[config.mk]
export PLATFORM = sky130hd
export DESIGN_NAME = accum_bank
export DESIGN_NICKNAME = d
export VERILOG_FILES = /design/src/rtl/accum_pkg.sv /design/src/rtl/accum_addsub_sat.sv /design/src/rtl/accum_bank.sv
export SDC_FILE = /design/constraint.sdc
export NUM_CORES = 1
export LEC_CHECK = 0
export BUFFER_PORTS_ARGS = -buffer_cell sky130_fd_sc_hd__buf_2
export CAP_MARGIN = 20
export CORE_MARGIN = 2
export CORE_UTILIZATION = 64
export CTS_CLUSTER_SIZE = 16
export DETAILED_ROUTE_END_ITERATION = 7
export MAX_ROUTING_LAYER = met4
export PLACE_DENSITY = 0.85
export REMOVE_ABC_BUFFERS = 1
export SETUP_SLACK_MARGIN = 0.1
export SLEW_MARGIN = 0
export SYNTH_ARGS = -nofsm -noshare
export SYNTH_HDL_FRONTEND = slang
export SYNTH_SLANG_ARGS = --single-unit
[constraint.sdc]
create_clock -name clk -period 6.95 [get_ports clk]
set_clock_uncertainty 0.05 [all_clocks]
set_input_delay 1.0425 -clock clk [delete_from_list [all_inputs] [get_ports clk]]
set_output_delay 1.0425 -clock clk [all_outputs]
set_load 0.01 [all_outputs]
[src/rtl/accum_pkg.sv]
// Shared opcodes and width helpers for the accumulator bank.
package accum_pkg;

    localparam logic [2:0] OP_READ  = 3'b000;
    localparam logic [2:0] OP_LOAD  = 3'b001;
    localparam logic [2:0] OP_ADD   = 3'b010;
    localparam logic [2:0] OP_SUB   = 3'b011;
    localparam logic [2:0] OP_CLEAR = 3'b100;

    function automatic int ch_w(input int channels);
        return (channels > 1) ? $clog2(channels) : 1;
    endfunction

    function automatic logic signed [63:0] smax(input int width);
        return (64'sd1 <<< (width - 1)) - 64'sd1;
    endfunction

    function automatic logic signed [63:0] smin(input int width);
        return -(64'sd1 <<< (width - 1));
    endfunction

endpackage

[src/rtl/accum_addsub_sat.sv]
// Signed add/subtract with overflow detect and optional clamp to signed max/min.
module accum_addsub_sat
    import accum_pkg::*;
#(
    parameter int WIDTH = 16
) (
    input  logic [WIDTH-1:0] a_i,
    input  logic [WIDTH-1:0] b_i,
    input  logic             sub_i,
    input  logic             sat_i,
    output logic [WIDTH-1:0] result_o,
    output logic             ovf_o
);

    localparam logic [WIDTH-1:0] MAX_V = WIDTH'(smax(WIDTH));
    localparam logic [WIDTH-1:0] MIN_V = WIDTH'(smin(WIDTH));

    logic [WIDTH-1:0] raw;
    logic             sa, sb, sr;

    always_comb begin
        raw = sub_i ? (a_i - b_i) : (a_i + b_i);
        sa  = a_i[WIDTH-1];
        sb  = b_i[WIDTH-1];
        sr  = raw[WIDTH-1];
        ovf_o = sub_i ? ((sa != sb) && (sr != sa)) : ((sa == sb) && (sr != sa));
        result_o = raw;
        // Overflow direction always follows the sign of the accumulator operand.
        if (ovf_o && sat_i)
            result_o = sa ? MIN_V : MAX_V;
    end

endmodule

[src/rtl/accum_bank.sv]
// Bank of CHANNELS signed accumulators sharing one registered result stage
// with valid/ready flow control and per-channel sticky overflow.
module accum_bank
    import accum_pkg::*;
#(
    parameter int WIDTH    = 16,
    parameter int CHANNELS = 4,
    parameter int SATURATE = 0,
    localparam int CH_W    = ch_w(CHANNELS)
) (
    input  logic                clk,
    input  logic                rst_n,
    input  logic                in_valid,
    output logic                in_ready,
    input  logic [CH_W-1:0]     in_ch,
    input  logic [2:0]          in_op,
    input  logic [WIDTH-1:0]    D,
    input  logic                clr_sticky,
    output logic                out_valid,
    input  logic                out_ready,
    output logic [CH_W-1:0]     out_ch,
    output logic [WIDTH-1:0]    Q,
    output logic                ovf,
    output logic [CHANNELS-1:0] sticky_ovf
);

    logic [WIDTH-1:0]    acc_q [CHANNELS];
    logic [WIDTH-1:0]    acc_d [CHANNELS];
    logic [CHANNELS-1:0] sticky_q, sticky_d;
    logic [WIDTH-1:0]    q_q;
    logic [CH_W-1:0]     out_ch_q;
    logic                ovf_q, out_valid_q;

    logic [WIDTH-1:0]    cur, as_res, new_val;
    logic                ch_ok, as_ovf, new_ovf, accept;

    assign in_ready = !out_valid_q || out_ready;
    assign accept   = in_valid && in_ready;

    // Decoding by comparison keeps out-of-range channels harmless for any CHANNELS.
    always_comb begin
        cur   = '0;
        ch_ok = 1'b0;
        for (int i = 0; i < CHANNELS; i++) begin
            if (in_ch == CH_W'(i)) begin
                cur   = acc_q[i];
                ch_ok = 1'b1;
            end
        end
    end

    accum_addsub_sat #(.WIDTH(WIDTH)) u_addsub (
        .a_i      (cur),
        .b_i      (D),
        .sub_i    (in_op == OP_SUB),
        .sat_i    (SATURATE != 0),
        .result_o (as_res),
        .ovf_o    (as_ovf)
    );

    always_comb begin
        new_val = cur;
        new_ovf = 1'b0;
        case (in_op)
            OP_LOAD:        new_val = D;
            OP_ADD, OP_SUB: begin
                new_val = as_res;
                new_ovf = as_ovf;
            end
            OP_CLEAR:       new_val = '0;
            default:        ;
        endcase
        if (!ch_ok) begin
            new_val = '0;
            new_ovf = 1'b0;
        end
    end

    // Sticky set is applied after the clears so it wins when both coincide.
    always_comb begin
        acc_d    = acc_q;
        sticky_d = clr_sticky ? '0 : sticky_q;
        for (int i = 0; i < CHANNELS; i++) begin
            if (accept && (in_ch == CH_W'(i))) begin
                acc_d[i] = new_val;
                if (in_op == OP_CLEAR)
                    sticky_d[i] = 1'b0;
                if (new_ovf)
                    sticky_d[i] = 1'b1;
            end
        end
    end

    always_ff @(posedge clk or negedge rst_n) begin
        if (!rst_n) begin
            for (int i = 0; i < CHANNELS; i++)
                acc_q[i] <= '0;
            sticky_q    <= '0;
            q_q         <= '0;
            out_ch_q    <= '0;
            ovf_q       <= 1'b0;
            out_valid_q <= 1'b0;
        end else begin
            acc_q    <= acc_d;
            sticky_q <= sticky_d;
            if (accept) begin
                out_valid_q <= 1'b1;
                q_q         <= new_val;
                out_ch_q    <= in_ch;
                ovf_q       <= new_ovf;
            end else if (out_ready) begin
                out_valid_q <= 1'b0;
            end
        end
    end

    assign out_valid  = out_valid_q;
    assign out_ch     = out_ch_q;
    assign Q          = q_q;
    assign ovf        = ovf_q;
    assign sticky_ovf = sticky_q;

endmodule

==> impl_metrics.toml <==
[status]
outcome = "finished clean"

[cts]
clk_pin_slew_ps = 100
clkSinkCount = 88
clkLatencyLatePin_ps = 380
cts_buffers = 9
h-tree-depth = 3
cts_resized = 0
cts_hold_buf = 0
cts_setup_buffers = 0
cts_root_buf = "clkbuf_8"
cts_buffer_depth = 2
cts_tree = "built"

[finish]
drive_gt1_frac = 0.285
antenna_cells = 0
fill_cells = 600
register_area_mm2 = 0.00220
multiInputGateArea_mm2 = 0.00289
finalInstanceArea_mm2 = 0.00578
layout.nets = 580
area_delta_synth_final_pct = 10.1

[yosys]
synthTopCellsByArea = "dfrtp_1 42%, mux2_2 14%, mux4_2 6.0%"
synth_most_common_cell = "dfrtp_1"
synth_top_cell_by_area = "dfrtp_1"
ys_seq_area_frac = 0.420
yosys.area.top_type_share = 0.420
synth_commonest_cells = "88 x dfrtp_1, 71 x nand2_1, 64 x mux2_2"
syn_area_mm2 = 0.00525
synth_seq_cells = 88
ys_async_sr_fraction = 1.00
synth_edf_count = 0
netlist_instances = 505
yosysUniqueCellTypes = 48
ys_warn_count = 0
synth_ff_type = "dfrtp_1"
syn_area_per_cell_um2 = 10.4

[pwr]
p_int_mw = 1.36
total_power_mw = 2.23
p_leak_nw = 2.61
seq_power_share = 0.373
p_per_area_mw_per_mm2 = 386
p_sw_frac = 0.389
p_switching_mw = 0.866
vdd.ir_drop.worst_mv = 0.218
p_clk_frac = 0.176
pwr-share-comb = 0.452

[setup_path]
start_kind = "input port"
endpoint = "acc_q[60]$_DFFE_PN0P_"
r2r_end = "acc_q[60]$_DFFE_PN0P_"
required_ps = 7130
rrSetupSlack_ps = 3350
r2r_cells = 14
end_kind = "flop"
critical_path_peak_fanout = 25
crit_type = "input port to flop"
crit_start = "in_op[0]"
r2r-start = "acc_q[32]$_DFFE_PN0P_"
critPathArrivalTime_ps = 4740

[global_routing]
grt_pass1_vias = 4273
grt_max_degree = 89
grt_pass1_wl_um = 22200
antenna_found_initial = 0
track_usage = 0.340
grt_overflow = 0

[route]
firstDrtPassIters = 5
drc_errors = 0
drt_iter0_drc = 441
wl_um = 13900
vias_per_cell = 6.59
wl_per_cell_um = 21.4
final_antenna_net_count = 0
num_vias = 4269

[sta]
relSlewSlack = 0.293
tightest_slew_ps = 1060
setup_viol = 0
min_period_over_period = 0.657
rsz0062_at_grt = "false"
slew_violations = 0
period_needed_ps = 4560
setup_tns_ps = 0
finalHoldViolations = 0
max_freq_ghz = 0.219
layout_setup_ws_ps = 2390
hold_ws_ps = 437

[placement]
place_area_mm2 = 0.00553
port_buffers = 50
place_worst_setup_slack_ps = 2170
dp_hpwl_um = 9330
gp_congestion = 1.04

[worst_hold_path]
hp-class = "flop to flop"

[die]
rows = 33
die_y_um = 94.6
initial_core_util = 0.648
die_w_um = 94.6
core_area_mm2 = 0.00809
dieArea_mm2 = 0.00894
ioPinCount = 51

[job]
drv_cap = 0
area by class of cell:
cell class / instances / share of cell area
timing repair buffer: 54 / 0.0524
multi-input combinational: 376 / 0.500
inverter: 9 / 0.00585
clock inverter: 7 / 0.0160
tap: 105 / 0.0227
sequential: 88 / 0.381
clock buffer: 9 / 0.0214
critical path: stages:
cell and delay (ps):
buf_2 410, nand3b_1 560, a21o_1 390, fa_1 440, nor2b_1 160, o21a_1 140, o21ai_0 110, a31oi_1 290
a21oi_1 120, o21ba_2 240, o21bai_1 220, mux2i_1 460, o31ai_1 140
cells in the final DEF (no fill, tap or decap), drive strengths merged, types with 7 or more instances in the layout:
cell,n
mux4,14
clkbuf,9
inv,13
xnor2,11
a21oi,20
xor2,16
buf,54
o21ai,34
nand2,71
ha,15
nor2b,8
o22ai,8
dfrtp,88
o31ai,14
nor2,28
a31oi,7
mux2,64
sequential cells by signal, indices dropped and copies added (netlist names):
| register | count |
|---|---|
| sticky_ovf | 4 |
| out_valid | 1 |
| acc_q | 64 |
| ovf | 1 |
| Q | 16 |
| out_ch | 2 |
metal layers:
| layer | share of wire | vias to the layer above | global-route usage |
|---|---|---|---|
| met5 | 0 | - | - |
| met1 | 0.40 | 2055 | 0.446 |
| met3 | 0.086 | 68 | 0.0567 |
| met4 | 0.038 | 0 | 0.141 |
| li1 | - | 1895 | - |
| met2 | 0.48 | 251 | 0.532 |
cells by family (layout without fill, tap and decap cells):
kind of cell,count (synthesis),after routing,synth area share
flops,88,88,0.420
xor+xnor,27,27,0.0465
mux,84,84,0.209
buf+inv,41,79,0.0296
fa+ha+maj,16,16,0.0396
compound gates,114,114,0.141
simple gates,135,135,0.114
power groups by stage:
| stage | Sequential, mW | Clock, mW | Combinational, mW |
|---|---|---|---|
| 2_1_floorplan | 0.824 | 0 | 0.702 |
| 3_3_place_gp | 0.817 | 0 | 0.941 |
| 3_5_place_dp | 0.836 | 0 | 0.975 |
| 4_1_cts | 0.829 | 0.397 | 0.987 |
| 5_1_grt | 0.854 | 0.416 | 1.09 |
| 6_report | 0.830 | 0.391 | 1.01 |
how the worst min path moves through the flow:
stage,startpoint,to,slack [ps],cells after the start
2_1_floorplan,acc_q[57]$_DFFE_PN0P_,acc_q[57]$_DFFE_PN0P_,390,2
3_3_place_gp,acc_q[56]$_DFFE_PN0P_,acc_q[56]$_DFFE_PN0P_,410,2
3_5_place_dp,acc_q[30]$_DFFE_PN0P_,acc_q[30]$_DFFE_PN0P_,410,2
4_1_cts,acc_q[12]$_DFFE_PN0P_,acc_q[12]$_DFFE_PN0P_,440,2
5_1_grt,acc_q[52]$_DFFE_PN0P_,acc_q[52]$_DFFE_PN0P_,460,2
6_report,acc_q[49]$_DFFE_PN0P_,acc_q[49]$_DFFE_PN0P_,440,2
metrics by stage:
step | std cells | utilization
2_1_floorplan | 473 | -
3_3_place_gp | 631 | 0.684
3_5_place_dp | 631 | 0.684
4_1_cts | 647 | 0.710
5_1_grt | 648 | 0.714
6_report | 648 | 0.714
Power figures use the tool's default switching activity.
